$ cat config.mk
export PLATFORM = sky130hd
export DESIGN_NAME = watchdog_timer
export DESIGN_NICKNAME = d
export VERILOG_FILES = /design/src/rtl/watchdog_timer_pkg.sv /design/src/rtl/watchdog_timer.sv
export SDC_FILE = /design/constraint.sdc
export NUM_CORES = 1
export LEC_CHECK = 0
export CAP_MARGIN = 20
export CORE_MARGIN = 10
export CORE_UTILIZATION = 48
export DETAILED_ROUTE_END_ITERATION = 7
export GPL_ROUTABILITY_DRIVEN = 0
export GPL_TIMING_DRIVEN = 0
export MAX_ROUTING_LAYER = met4
export PLACE_DENSITY = 0.77
export SETUP_SLACK_MARGIN = 0.05
export SLEW_MARGIN = 20
export SYNTH_ARGS = -nofsm -noshare
export SYNTH_HDL_FRONTEND = slang
export SYNTH_SLANG_ARGS = --single-unit
$ cat constraint.sdc
create_clock -name clk -period 4.1 [get_ports clk]
set_clock_uncertainty 0.05 [all_clocks]
set_input_delay 0.82 -clock clk [delete_from_list [all_inputs] [get_ports clk]]
set_output_delay 0.82 -clock clk [all_outputs]
set_load 0.05 [all_outputs]
$ cat src/rtl/watchdog_timer_pkg.sv
// Shared peripheral definitions for the watchdog timer: state codes,
// register offsets, CTRL bit positions and the default kick key.
package watchdog_timer_pkg;

  localparam int unsigned DATA_W = 32;

  typedef enum logic [1:0] {
    ST_IDLE = 2'd0,
    ST_RUN  = 2'd1,
    ST_WARN = 2'd2,
    ST_BITE = 2'd3
  } wdt_state_e;

  // Register offsets as seen on ADDR[3:2]
  localparam logic [1:0] OFF_CTRL  = 2'd0;
  localparam logic [1:0] OFF_LOAD  = 2'd1;
  localparam logic [1:0] OFF_COUNT = 2'd2;
  localparam logic [1:0] OFF_KICK  = 2'd3;

  // CTRL register bit positions
  localparam int unsigned CTRL_EN_BIT    = 0;
  localparam int unsigned CTRL_IM_BIT    = 1;
  localparam int unsigned CTRL_RSTEN_BIT = 2;
  localparam int unsigned CTRL_STATE_LSB = 4;

  localparam logic [DATA_W-1:0] KICK_KEY_DEFAULT = 32'h5A5A_5A5A;

  // Assemble the CTRL read-back word; unused bits read as zero
  function automatic logic [DATA_W-1:0] ctrl_readback(input wdt_state_e st,
                                                      input logic en,
                                                      input logic im,
                                                      input logic rsten);
    logic [DATA_W-1:0] w;
    w                        = '0;
    w[CTRL_EN_BIT]           = en;
    w[CTRL_IM_BIT]           = im;
    w[CTRL_RSTEN_BIT]        = rsten;
    w[CTRL_STATE_LSB +: 2]   = st;
    return w;
  endfunction

endpackage

$ cat src/rtl/watchdog_timer.sv
// Bus-mapped watchdog timer: a RUN countdown, a WARN countdown with optional
// interrupt, and a BITE state that can request a system reset. Register
// decode and the state machine share this one module.
module watchdog_timer
  import watchdog_timer_pkg::*;
#(
  parameter logic [31:0] KICK_KEY = KICK_KEY_DEFAULT
) (
  input  logic        clk,
  input  logic        reset,
  input  logic        We,
  input  logic [31:0] ADDR,
  input  logic [31:0] Din,
  output logic [31:0] Dout,
  output logic        IRQ,
  output logic        rst_req
);

  wdt_state_e        state_q, state_d;
  logic              en_q, en_d;
  logic              im_q, im_d;
  logic              rsten_q, rsten_d;
  logic [DATA_W-1:0] load_q, load_d;
  logic [DATA_W-1:0] count_q, count_d;
  logic              irq_q, irq_d;
  logic              rst_req_q, rst_req_d;

  logic              wr_ctrl_c;
  logic              wr_load_c;
  logic              wr_kick_c;
  logic              kick_ok_c;
  logic              unused_addr_bits;

  // Only ADDR[3:2] select a register; the rest of the address is don't-care
  assign unused_addr_bits = ^{ADDR[31:4], ADDR[1:0]};

  // Write strobes per register
  assign wr_ctrl_c = We && (ADDR[3:2] == OFF_CTRL);
  assign wr_load_c = We && (ADDR[3:2] == OFF_LOAD);
  assign wr_kick_c = We && (ADDR[3:2] == OFF_KICK);
  assign kick_ok_c = (Din == KICK_KEY);

  // Next-state, register updates and registered output values
  always_comb begin
    state_d   = state_q;
    en_d      = en_q;
    im_d      = im_q;
    rsten_d   = rsten_q;
    load_d    = load_q;
    count_d   = count_q;
    irq_d     = (state_q == ST_WARN) && im_q;
    rst_req_d = (state_q == ST_BITE) && rsten_q;

    // LOAD never touches COUNT; it only matters at the next reload
    if (wr_load_c) begin
      load_d = Din;
    end

    if (wr_ctrl_c) begin
      en_d    = Din[CTRL_EN_BIT];
      im_d    = Din[CTRL_IM_BIT];
      rsten_d = Din[CTRL_RSTEN_BIT];
    end

    unique case (state_q)
      ST_IDLE: begin
        // Arming requires a non-zero reload value, otherwise EN is just stored
        if (wr_ctrl_c && Din[CTRL_EN_BIT] && (load_q != '0)) begin
          count_d = load_q;
          state_d = ST_RUN;
        end
      end

      ST_RUN, ST_WARN: begin
        // Priority: EN-clear, then kick, then the zero check, then decrement
        if (wr_ctrl_c && !Din[CTRL_EN_BIT]) begin
          state_d = ST_IDLE;
        end else if (wr_kick_c) begin
          if (kick_ok_c) begin
            count_d = load_q;
            state_d = ST_RUN;
          end else begin
            state_d = ST_BITE;
          end
        end else if (count_q == '0) begin
          if (state_q == ST_RUN) begin
            count_d = load_q;
            state_d = ST_WARN;
          end else begin
            state_d = ST_BITE;
          end
        end else begin
          count_d = count_q - DATA_W'(1);
        end
      end

      ST_BITE: begin
        // Only a CTRL write (or reset) leaves BITE; kicks are ignored
        if (wr_ctrl_c) begin
          state_d = ST_IDLE;
        end
      end

      default: begin
        state_d = ST_IDLE;
      end
    endcase
  end

  // State and register flops with synchronous reset
  always_ff @(posedge clk) begin
    if (reset) begin
      state_q   <= ST_IDLE;
      en_q      <= 1'b0;
      im_q      <= 1'b0;
      rsten_q   <= 1'b0;
      load_q    <= '0;
      count_q   <= '0;
      irq_q     <= 1'b0;
      rst_req_q <= 1'b0;
    end else begin
      state_q   <= state_d;
      en_q      <= en_d;
      im_q      <= im_d;
      rsten_q   <= rsten_d;
      load_q    <= load_d;
      count_q   <= count_d;
      irq_q     <= irq_d;
      rst_req_q <= rst_req_d;
    end
  end

  // Zero-latency read mux
  always_comb begin
    Dout = '0;
    case (ADDR[3:2])
      OFF_CTRL:  Dout = ctrl_readback(state_q, en_q, im_q, rsten_q);
      OFF_LOAD:  Dout = load_q;
      OFF_COUNT: Dout = count_q;
      default:   Dout = '0;
    endcase
  end

  assign IRQ     = irq_q;
  assign rst_req = rst_req_q;

endmodule
==> out/qor.txt <==
status: finished, final reports clean
Post-CTS Setup Inserts: 0
pin count of the biggest net entering global routing: 14
hold depth: 2
synth unique cells: 57
crit path max fanout: 10
minimum clock period after layout: 3.91 ns
crit-path most repeated cell: clkbuf_2
fillcell total: 798
top cells by area, synth: dfxtp_1, nand2_1, a21oi_1, a22o_1, nor3_1
post-layout util: 61.0%
Clock Pin Slew Worst Setup and Hold Paths: 0.08 ns
met2 WL: 6.87 mm
DP HPWL: 11.4 mm
Worst path depth: 7
htree depth: 3
reg2reg path depth: 7
vias per cell: 6.59
final hold violations: 0
first-pass GRT wire length: 24.4 mm
via count: 4952
hold crit path type: reg2reg
Syn Nets: 632
drt first pass iters: 8
reg2reg end: count_q[26]
initial antenna violation count: 0
gr usage total: 23.3%
asr flop ratio synth: 0%
Max clock buf depth: 2
TritonCTS Buffers: 9
layout net count: 712
relative slew slack: 30.2%
Syn-to-layout area delta: 23.6%
Crit Path Class: in2out
number of hold buffers added after cts: 0
worst-skew pair later-pin latency: 0.36 ns
# diodes: 0
Post-DRT Antenna Nets: 0
WP data required: 3.23 ns
leading area contributor after synthesis: dfxtp_1
CTS tree: done
crit path buf inv count: 5
CTS sink cnt: 71
CP Cell Sequence: clkdlybuf4s50_1, clkbuf_2, nor2b_1, clkbuf_2, clkbuf_2, a22o_1, clkdlybuf4s15_2
WL/cell: 20.6 um
cell leakage power: 0.00189 uW
Syn Inst Count: 559
Die Area: 13200 um^2
Port Buffers: 69
die height: 115 um
WHS Endpoint: en_q
WL met3: 1.73 mm
fin crit share: 95.5%
CP Data Arrival Time: 3.04 ns
Yosys top cell area share: 32.9%
Worst-Margin Slew: 1.04 ns
Peak VDD IR: 0.243 mV
hold_sp: en_q
fmax: 255 MHz
setup violators final: 0
Initial DRC Count: 616
r2r setup slk: 0.61 ns
clk root buf: clkbuf_8
reg2reg start: count_q[5]
met1 WL: 6.41 mm
sequential element share of the synthesized area: 32.9%
power per cell area: 616 nW/um^2
Synth Warn #: 0
Synth Register Bits: 71
Max Slew Vio Count: 0
Worst path max stage delay: 0.49 ns
vias in the first global route: 4646
Crit. End Element: primary output
RSZ-0062 raised after global routing: no
total wire length: 15.5 mm
Startpoint Class: input pin
DRC errors left: 0
Slowest-stage cell, CP: clkdlybuf4s50_1
CORE AREA: 8760 um^2
Post-synth EDFFs: 0
post-synthesis area per instance: 7.74 um^2
Initial Utilization: 49.4%
setup TNS: 0 ns
boundary pin count: 101
Top delay family on crit path: buffers and inverters
grt total ovfl: 0
synthesized area: 4330 um^2
layout cells sized above 1: 12.6%
Max-Cap Viols: 0
Die W: 115 um
Highest Signal Layer: met4
Main synth FF type: dfxtp_1
Site Rows: 34
## cell type report
class / instances / area, um^2 / share of cell area, %
Tap cell: 108 / 135 / 2.53
Clock buffer: 10 / 128 / 2.39
Buffer: 51 / 239 / 4.47
Timing Repair Buffer: 69 / 702 / 13.1
Inverter: 10 / 37.5 / 0.702
Sequential cell: 71 / 1420 / 26.6
Clock inverter: 6 / 45.0 / 0.843
Multi-Input combinational cell: 427 / 2640 / 49.3
## Yosys cell counts (all sizes together), types with 4 or more instances
library cell / n
a211oi: 16
a21oi: 56
a221oi: 4
a22o: 29
buf: 16
clkbuf: 35
dfxtp: 71
ha: 6
inv: 10
mux2i: 13
nand2: 103
nand3: 6
nand4: 9
nor2: 23
nor3: 39
nor4: 23
nor4b: 4
nor4bb: 6
o21ai: 10
o221a: 4
o31ai: 4
o32ai: 19
or3: 6
or4: 7
## per-stage QoR
step           worst slack, ns  total power, uW  hold WS, ns  instances  instance area, um^2
5_1_grt                  0.119             3460        0.437        752                 5350
4_1_cts                 0.0522             3190        0.414        752                 5360
6_report                 0.185             3290        0.412        752                 5350
3_3_place_gp            -0.812             2660        0.400        736                 5150
3_5_place_dp            -0.784             2690        0.402        736                 5150
2_1_floorplan            0.854             2200        0.386        559                 4330
## layer usage
layer	track usage, %	vias to the layer above
met5	-	-
met3	4.74	61
met2	34.1	314
met4	10.3	0
li1	-	2284
met1	30.3	2293
## cell usage in the layout (no fill, tap or decap), drive strengths merged, types with 19 or more instances in the layout
| cell | instances |
|---|---|
| a21oi | 56 |
| a22o | 29 |
| clkbuf | 50 |
| clkdlybuf4s15 | 25 |
| clkdlybuf4s50 | 37 |
| dfxtp | 71 |
| nand2 | 103 |
| nor2 | 23 |
| nor3 | 39 |
| nor4 | 23 |
| o32ai | 19 |
## how the worst max path moves through the flow
stage,startpoint,slack [ns],endpoint
floorplan,ADDR[3],0.85,Dout[0]
global placement,ADDR[3],-0.81,Dout[3]
detailed placement,ADDR[3],-0.78,Dout[3]
CTS,ADDR[2],0.05,Dout[8]
global route,ADDR[2],0.12,Dout[1]
finish,ADDR[3],0.19,Dout[3]
## power by group
part | switching (uW) | internal, uW | total [uW]
clock network | 292 | 223 | 514
logic | 1300 | 636 | 1940
registers | 87.4 | 756 | 844
## sequential cells by signal, indices dropped and copies added, names as in the netlist
register / count
count_q: 32
load_q: 32
state_q: 2
IRQ: 1
en_q: 1
im_q: 1
rst_req: 1
rsten_q: 1
## worst min-delay path, stage by stage, from the launching register on
cell	delay, ns
dfxtp_1	0.32
nand2_1	0.05
a21oi_1	0.05
## kinds of logic (layout without fill, tap and decap cells)
logic type      after synthesis  count (layout)  share of synthesized area [%]
simple gates                241             241                           28.2
fa+ha+maj                     6               6                           1.74
compound gates              167             167                           28.1
buf+inv                      61             146                           6.16
flops                        71              71                           32.9
mux                          13              13                           3.01
## what timing repair did
item / 4_1_cts / 5_1_grt
pin swaps: 0 / 0
setup endpoints to repair: 32 / 32
resized for setup: 97 / 9
Power figures use the tool's default switching activity.
